<file path="config.mk">
export PLATFORM = sky130hd
export DESIGN_NAME = wake_mission_ctrl
export DESIGN_NICKNAME = d
export VERILOG_FILES = /design/src/rtl/wm_pkg.sv /design/src/rtl/wm_cycle_timer.sv /design/src/rtl/wake_mission_ctrl.sv
export SDC_FILE = /design/constraint.sdc
export NUM_CORES = 1
export LEC_CHECK = 0
export CORE_UTILIZATION = 55
export CTS_CLUSTER_SIZE = 28
export DETAILED_ROUTE_END_ITERATION = 10
export DONT_BUFFER_PORTS = 1
export PLACE_DENSITY = 0.78
export SYNTH_ARGS = -nofsm -noshare
export SYNTH_HDL_FRONTEND = slang
export SYNTH_SLANG_ARGS = --single-unit
</file>
<file path="constraint.sdc">
create_clock -name clk -period 2.1 [get_ports clk]
set_clock_uncertainty 0.1 [all_clocks]
set_input_delay 0.105 -clock clk [delete_from_list [all_inputs] [get_ports clk]]
set_output_delay 0.105 -clock clk [all_outputs]
set_load 0.02 [all_outputs]
</file>
<file path="src/rtl/wm_pkg.sv">
// Shared state encodings and width helpers for the wake-up-mission controller.
// Encodings 2 and 7 are deliberately unused and fall back to IDLE.
package wm_pkg;

    typedef enum logic [2:0] {
        ST_IDLE      = 3'd0,
        ST_RING      = 3'd1,
        ST_WAIT      = 3'd3,
        ST_GOT_RIGHT = 3'd4,
        ST_GEN       = 3'd5,
        ST_SNOOZE    = 3'd6
    } state_t;

    localparam int STATE_W = 3;

    // Width of a counter that must hold 0..max_val (at least one bit).
    function automatic int cnt_w(input int max_val);
        return (max_val < 1) ? 1 : $clog2(max_val + 1);
    endfunction

    // Width of the latched alarm source index.
    function automatic int id_w(input int n_sources);
        return $clog2(n_sources) + 1;
    endfunction

endpackage

</file>
<file path="src/rtl/wm_cycle_timer.sv">
// Clearable cycle counter that flags the last cycle of a LEN-cycle interval.
// Used for both the answer window and the snooze period.
module wm_cycle_timer #(
    parameter int LEN = 8
) (
    input  logic clk,
    input  logic rst,
    input  logic clear,
    input  logic enable,
    output logic expire
);

    localparam int W = (LEN <= 2) ? 1 : $clog2(LEN);

    logic [W-1:0] count_reg;

    always_ff @(posedge clk or posedge rst) begin
        if (rst) begin
            count_reg <= '0;
        end else if (clear) begin
            count_reg <= '0;
        end else if (enable) begin
            count_reg <= expire ? '0 : count_reg + 1'b1;
        end
    end

    // High on the LEN-th enabled cycle after a clear.
    assign expire = (count_reg == W'(LEN - 1));

endmodule

</file>
<file path="src/rtl/wake_mission_ctrl.sv">
// Wake-up-mission controller: arbitrates alarm sources, offers a bounded snooze
// and only clears the alarm after REQ_RIGHT correct puzzle answers.
module wake_mission_ctrl
    import wm_pkg::*;
#(
    parameter int N_ALARMS    = 2,
    parameter int REQ_RIGHT   = 3,
    parameter int TIMEOUT_CYC = 8,
    parameter int SNOOZE_CYC  = 16,
    parameter int MAX_SNOOZE  = 1,
    parameter int STREAK_MODE = 0
) (
    input  logic                           clk,
    input  logic                           rst,
    input  logic [N_ALARMS-1:0]            alarm_signal,
    input  logic                           alarm_switch,
    input  logic                           snooze_btn,
    input  logic                           answer_valid,
    input  logic                           answer_right,
    output logic                           alarm,
    output logic [$clog2(N_ALARMS):0]      alarm_id,
    output logic                           rng_req,
    output logic                           timer_enable,
    output logic [$clog2(REQ_RIGHT+1)-1:0] right_count,
    output logic                           mission_done,
    output logic                           snooze_active,
    output logic [STATE_W-1:0]             state
);

    localparam int ID_W  = id_w(N_ALARMS);
    localparam int CNT_W = cnt_w(REQ_RIGHT);
    localparam int SNZ_W = cnt_w(MAX_SNOOZE);

    state_t            state_reg;
    state_t            state_next;
    logic [CNT_W-1:0]  right_count_reg;
    logic [SNZ_W-1:0]  snz_used_reg;
    logic [ID_W-1:0]   alarm_id_reg;
    logic [ID_W-1:0]   sig_idx;
    logic              win_expire;
    logic              snz_expire;
    logic              snz_allowed;
    logic              at_goal;

    wm_cycle_timer #(.LEN(TIMEOUT_CYC)) u_window (
        .clk    (clk),
        .rst    (rst),
        .clear  (state_reg != ST_WAIT),
        .enable (state_reg == ST_WAIT),
        .expire (win_expire)
    );

    wm_cycle_timer #(.LEN(SNOOZE_CYC)) u_snooze (
        .clk    (clk),
        .rst    (rst),
        .clear  (state_reg != ST_SNOOZE),
        .enable (state_reg == ST_SNOOZE),
        .expire (snz_expire)
    );

    // Lowest asserted source wins when several match together.
    always_comb begin
        sig_idx = '0;
        for (int i = N_ALARMS - 1; i >= 0; i--) begin
            if (alarm_signal[i]) sig_idx = ID_W'(i);
        end
    end

    assign snz_allowed = (int'(snz_used_reg) < MAX_SNOOZE);
    assign at_goal     = (right_count_reg == CNT_W'(REQ_RIGHT));

    always_comb begin
        state_next = state_reg;
        case (state_reg)
            ST_IDLE: begin
                if (alarm_switch && (|alarm_signal)) state_next = ST_RING;
            end
            ST_RING: begin
                if (!alarm_switch)                   state_next = ST_GEN;
                else if (snooze_btn && snz_allowed)  state_next = ST_SNOOZE;
            end
            ST_SNOOZE: begin
                if (snz_expire) state_next = ST_RING;
            end
            ST_GEN: begin
                state_next = ST_WAIT;
            end
            ST_WAIT: begin
                // An answer on the final window cycle takes priority over the timeout.
                if (answer_valid)    state_next = answer_right ? ST_GOT_RIGHT : ST_GEN;
                else if (win_expire) state_next = ST_GEN;
            end
            ST_GOT_RIGHT: begin
                state_next = at_goal ? ST_IDLE : ST_GEN;
            end
            default: begin
                state_next = ST_IDLE;
            end
        endcase
    end

    always_ff @(posedge clk or posedge rst) begin
        if (rst) begin
            state_reg <= ST_IDLE;
        end else begin
            state_reg <= state_next;
        end
    end

    always_ff @(posedge clk or posedge rst) begin
        if (rst) begin
            right_count_reg <= '0;
            snz_used_reg    <= '0;
            alarm_id_reg    <= '0;
        end else if (state_next == ST_IDLE) begin
            right_count_reg <= '0;
            snz_used_reg    <= '0;
            alarm_id_reg    <= '0;
        end else begin
            if (state_reg == ST_IDLE && state_next == ST_RING) begin
                alarm_id_reg <= sig_idx;
            end
            if (state_reg == ST_RING && state_next == ST_SNOOZE) begin
                snz_used_reg <= snz_used_reg + 1'b1;
            end
            if (state_reg == ST_WAIT && state_next == ST_GOT_RIGHT) begin
                if (!at_goal) right_count_reg <= right_count_reg + 1'b1;
            end else if (STREAK_MODE != 0 && state_reg == ST_WAIT && state_next == ST_GEN) begin
                right_count_reg <= '0;
            end
        end
    end

    always_comb begin
        alarm         = 1'b0;
        rng_req       = 1'b0;
        timer_enable  = 1'b0;
        mission_done  = 1'b0;
        snooze_active = 1'b0;
        state         = '0;
        case (state_reg)
            ST_RING: begin
                alarm = 1'b1;
                state = ST_RING;
            end
            ST_SNOOZE: begin
                snooze_active = 1'b1;
                state         = ST_SNOOZE;
            end
            ST_GEN: begin
                alarm   = 1'b1;
                rng_req = 1'b1;
                state   = ST_GEN;
            end
            ST_WAIT: begin
                alarm        = 1'b1;
                timer_enable = 1'b1;
                state        = ST_WAIT;
            end
            ST_GOT_RIGHT: begin
                alarm        = 1'b1;
                mission_done = at_goal;
                state        = ST_GOT_RIGHT;
            end
            default: begin
                state = '0;
            end
        endcase
    end

    assign right_count = right_count_reg;
    assign alarm_id    = alarm_id_reg;

endmodule

</file>
; ---- After elaboration in Yosys (flattened, before gate mapping)
; Cells that the tools add are included.
[word_totals]
mem_bits_ro = 0
ramBits = 0
latchBits = 0
reg_bits = 15
mem_count = 0
[op_classes]
n_eq_ne = 14
n_mul = 0
shift = 0
bitwise = 0
addsub = 4
order_cmp = 1
n_reduce_logical = 15
n_div = 0
mux = 30
[op_table]
columns = operator, count
row1 = 2-to-1 mux 3 bit, 10
row2 = == test 3 bit (second input constant), 6
row3 = case mux 3 bit (6 select lines), 1
row4 = case mux 3 bit (5 select lines), 1
row5 = 2-to-1 mux 2 bit, 6
row6 = 2-to-1 mux 4 bit, 3
row7 = nonzero test 2 bit, 5
row8 = 2-to-1 mux 1 bit, 9
row9 = == test 3 x 1 -> 1 bit (second input constant), 2
row10 = zero test 3 bit, 2
row11 = logical AND 1 bit, 5
row12 = adder 4 x 1 -> 4 bit (second input constant), 1
row13 = == test 4 bit (second input constant), 1
row14 = OR reduction 4 bit, 1
row15 = adder 3 x 1 -> 3 bit (second input constant), 1
row16 = == test 3 x 2 -> 1 bit (second input constant), 1
row17 = inequality test 3 x 2 -> 1 bit (second input constant), 1
row18 = inequality test 3 bit (second input constant), 1
row19 = adder 2 x 1 -> 2 bit (second input constant), 1
row20 = == test 2 bit (second input constant), 1
row21 = inequality test 2 x 1 -> 1 bit (second input constant), 1
row22 = AND reduction 2 bit, 1
row23 = OR reduction 2 bit, 1
row24 = adder 1 bit (second input constant), 1
row25 = less-than comparator 1 bit (second input constant), 1

; ---- Longest topological paths before layout
[depth]
depth_word = 9
mapped_depth = 7
mapped_depth_nobuf = 7

; ---- By module
; A second synthesis with hierarchy kept.
[unflattened]
hier_cells = 97
hier_area_um2 = 883.3
[modules_own_cells]
columns = mod, n_inst, cells_per_inst, area_each_um2, seq_area_each_um2
row1 = wake_mission_ctrl, 1, 62, 513.0, 175.2
row2 = wm_cycle_timer (u_snooze), 1, 21, 210.2, 100.1
row3 = wm_cycle_timer (u_window), 1, 14, 160.2, 75.1

; ---- Least setup slack after synthesis
; No wires, ideal clock.
[synth_timing]
path_type = register -> register
from = reg right_count_reg[0] (netlist: right_count[0])
to = reg right_count_reg[0] (netlist: right_count[0])
setup_slack_ps = 211
arrival_ps = 1716
required_ps = 1927
setup_time_ps = 73
n_path_buf = 0
path_stages_with_launch = 7
cell_sequence = dfrtp_1 ha_1 or4b_4 a21boi_4 o211ai_4 a211oi_2 a21oi_2
[synth_between]
elab_chain_len = 7
[synth_lines]
columns = element, line
row1 = start: declaration, wake_mission_ctrl.sv:36  ; logic [CNT_W-1:0] right_count_reg;
row2 = start signal: assignment, wake_mission_ctrl.sv:127  ; if (!at_goal) right_count_reg <= right_count_reg + 1'b1;
row3 = == test 2 bit (*), wake_mission_ctrl.sv:70  ; assign at_goal = (right_count_reg == CNT_W'(REQ_RIGHT));
row4 = 2-to-1 mux 3 bit (*), wake_mission_ctrl.sv:94  ; state_next = at_goal ? ST_IDLE : ST_GEN;
row5 = case mux 3 bit (6 select lines) (*), wake_mission_ctrl.sv:74  ; case (state_reg)
row6 = net state_next[0], wake_mission_ctrl.sv:35  ; state_t state_next;
row7 = == test 3 bit, wake_mission_ctrl.sv:126  ; if (state_reg == ST_WAIT && state_next == ST_GOT_RIGHT) begin
row8 = logical AND 1 bit, wake_mission_ctrl.sv:126
row9 = nonzero test 2 bit (no source line), --
row10 = AND reduction 2 bit (no source line), --
; The timed path passes the listed nets; every way through them passes the cells marked *. The select of a mux whose other input is x is not followed.
; A chain may end at the register's enable or synchronous reset.

; ---- Final worst setup path
[layout_timing]
from = reg state_reg[1]
to = reg right_count_reg[1] (netlist: right_count[1])
[layout_between]
elab_chain_len = 7
[layout_lines]
columns = element, line
row1 = start: declaration, wake_mission_ctrl.sv:34  ; state_t state_reg;
row2 = start signal: assignment, wake_mission_ctrl.sv:106  ; state_reg <= state_next;
row3 = "2-to-1 mux 3 bit, on equally long branches", "wake_mission_ctrl.sv:91, wake_mission_ctrl.sv:80"
row4 = "2-to-1 mux 3 bit, on equally long branches", "wake_mission_ctrl.sv:90, wake_mission_ctrl.sv:79"
row5 = case mux 3 bit (6 select lines), wake_mission_ctrl.sv:74
row6 = == test 3 bit, wake_mission_ctrl.sv:126
row7 = logical AND 1 bit, wake_mission_ctrl.sv:126
row8 = nonzero test 2 bit (no source line), --
row9 = AND reduction 2 bit (no source line), --
; Several ways; a longest one is shown, not always the timed one.

==> summary.md <==
| Metric | Value |
|---|---|
| Worst path arrival time | 1.94 ns |
| Fin. Hold Viols | 0 |
| Top-count cell post-synth | dfrtp_1 |
| Fillers | 114 |
| Antenna violations before repair | 0 |
| PortBufs | 0 |
| Placer Congestion | between 0.8 and 0.9 |
| Worst reg2reg path startpoint | state_reg[1]$_DFF_PP0_ |
| Placed Cells | 101 |
| DR vias | 640 |
| Worst R2R Setup Slack | approximately 0.23 ns |
| Max Cap Viol | 0 |
| DR DRC count | 0 |
| Number of synthesized flops with an enable pin | 0 |
| Post-Syn Area | around 840 µm² |
| Post-synth top cells | dfrtp_1 (14), nand3_1 (6), nor2_1 (6) |
| Ys async rst share | between 90% and 100% |
| Vias in the first global route | around 510 |
| Setup ws final | ~0.23 ns |
| R2r endpoint | right_count[1]$_DFFE_PP0P_ |
| Unrepaired setup endpoints after global routing | no |
| Area contributors post-synth | dfrtp_1 (42%), ha_1 (6.0%), nand3_1 (3.6%) |
| Min-delay worst type | primary input to flip-flop |
| Largest net degree at the start of global routing | 15 |
| DP Worst Slack | 0.2677 ns |
| Synth warn | 0 |
| Worst path required time | approximately 2.2 ns |
| Yosys top cell area share | a little over two fifths |
| Post-CTS resize count | 0 |
| CP Max Fanout | 12 |
| Final cycle utilization of the critical path | 89.05% |
| Vias per cell | 5.818 |
| Worst-Margin Slew | 0.6208 ns |
| Status | completed |
| Core area | 1366 µm² |
| Clock Latency Late Sink | approximately 0.28 ns |
| Post-synthesis cell type count | 37 |
| CP startpoint kind | flip-flop |
| GR Util All Layers | between 20% and 30% |
| Wire length per cell | between 10 and 15 µm |
| Peak VDD IR | around 0.65 mV |
| Syn Inst Count | 86 |
| Syn avg cell area | ~9.7 µm² |
| H-tree depth | 1 |
| Crit. End Element | flip-flop |
| Largest register FFs | 4 |
| Area leader, netlist | dfrtp_1 |
| Final HPWL DP | between 1000 and 1500 µm |
| R2R cell count | 5 |
| Final count of pins violating max slew | 0 |
| Hold Path Depth | 3 |
| TritonCTS Buffers | 3 |
| #FFs+latches synth | 14 |
| Hold Path End | alarm_id[0]$_DFFE_PP0P_ |
| Die ar. | 1684 µm² |
| Clock-pin transition on the worst setup and hold timing paths | ~0.08 ns |
| Sequential-to-total area share from yosys stat | 41.79% |
| CTS tree | built |
| 1st-iter DRT viols | 11 |
| Area Growth Syn to Fin | 12.09% |
| Share of layout cells above drive strength 1 | 18.95% |
| PnR Total Power | around 1.3 mW |
| Hold Startpoint | alarm_signal[1] |
| First-pass GRT wire length | 2332 µm |
| Crit path kind | flip-flop to flip-flop |
| Initial core utilization | between 60 and 70% |
| Post-route ant nets | 0 |
| Slew HR | around three fifths |
| # nets final | about 110 |
| Pre-Repair DR Iteration Count | 4 |
| CTS root buf | clkbuf_4 |
| Clk sink count | 14 |
| Endpoints failing setup | 0 |
| Setup TNS | 0 ns |
| DRT Wirelength | 1602 µm |
| Die Width | around 41 µm |
| Diodes inserted | 0 |
| Final worst path period need | about 1.9 ns |
| Power per Cell Area | around 1300 nW/µm² |
| Ports | 20 |
| Net Count, Synth | slightly below 100 |
| Cell Rows | 13 |
| Grt total ovfl | 0 |
| Dominant synthesized flop cell | dfrtp_1 |
| CTS max path bufs | 2 |
| Layout Cells excl Fill | 110 |
| Die height | about 41 µm |
| Achievable Freq | 534.7 MHz |
| Leakage | 0.4602 nW |
[critical path: stages, from the launching register on]
cell      delay [ns]
dfrtp_1         0.57
nand3b_1        0.29
nor3_2          0.35
inv_2           0.06
a211oi_2        0.30
o21ai_1         0.09
[worst max-delay path by stage]
stage,endpoint,slack [ns],depth (start not counted),start
finish,right_count[1]$_DFFE_PP0P_,0.23,5,state_reg[1]$_DFF_PP0_
global route,right_count[1]$_DFFE_PP0P_,0.09,5,state_reg[1]$_DFF_PP0_
CTS,right_count[0]$_DFFE_PP0P_,0.25,6,right_count[0]$_DFFE_PP0P_
detailed placement,right_count[1]$_DFFE_PP0P_,0.27,5,state_reg[1]$_DFF_PP0_
global placement,right_count[0]$_DFFE_PP0P_,0.31,6,right_count[0]$_DFFE_PP0P_
floorplan,right_count[0]$_DFFE_PP0P_,0.21,6,right_count[0]$_DFFE_PP0P_
[through the flow]
| step | hold WS [ns] | instance area [µm²] | utilization, % |
|---|---|---|---|
| after CTS | 0.008554 | 939.7 | 68.77 |
| final | 0.01540 | 939.7 | 68.77 |
| after global routing | 0.01108 | 939.7 | 68.77 |
| after detailed placement | -0.04327 | 853.3 | 62.45 |
| after global placement | -0.04711 | 853.3 | 62.45 |
| after floorplan | -0.1058 | 838.3 | - |
[per-layer routing]
| metal | track usage (%) | vias to the layer above | share of wire [%] |
|---|---|---|---|
| li1 | - | 323 | - |
| met1 | 26.53 | 296 | 46 |
| met2 | 35.94 | 17 | 48 |
| met3 | 9.783 | 4 | 4.2 |
| met4 | 9.167 | 0 | 1.7 |
| met5 | 0 | - | 0 |
[layout make-up]
type | count | area (µm²) | area share, %
multi-input combinational | 61 | 431.7 | 45.94
clock buffer | 4 | 36.28 | 3.862
timing repair buffer | 8 | 72.57 | 7.723
inverter | 8 | 30.03 | 3.196
tap | 15 | 18.77 | 1.997
sequential | 14 | 350.3 | 37.28
[timing repair]
action | CTS | global route
endpoints found under the hold margin | 18 | 0
hold buffers | 5 | 0
setup buffers | 0 | 0
[cell usage in the layout, fill, tap and decap left out, types with 2 or more instances in the layout]
cell type	instances
nor2b_1	2
a21oi_1	5
ha_1	4
nand2_1	3
clkbuf_4	3
o21ai_0	3
inv_1	5
dfrtp_1	14
dlygate4sd3_1	5
nand3b_1	3
inv_2	3
and2_1	2
buf_4	3
nor3_1	3
o21ai_1	2
nor2_1	6
nor3b_1	2
nand3_1	6
[power breakdown]
group	internal (mW)	switching [mW]
Sequential	0.333	0.102
Combinational	0.247	0.382
Clock	0.105	0.0853
[kinds of logic (layout without fill, tap and decap cells)]
family / Yosys count / count (layout) / share of synthesized area, %
compound gates: 19 / 19 / 18.06
simple gates: 35 / 35 / 24.93
other cells: 1 / 1 / 0.4473
flops: 14 / 14 / 41.79
fa+ha+maj: 4 / 4 / 5.970
buf+inv: 11 / 20 / 6.716
xor+xnor: 2 / 2 / 2.090
Power figures use the tool's default switching activity.
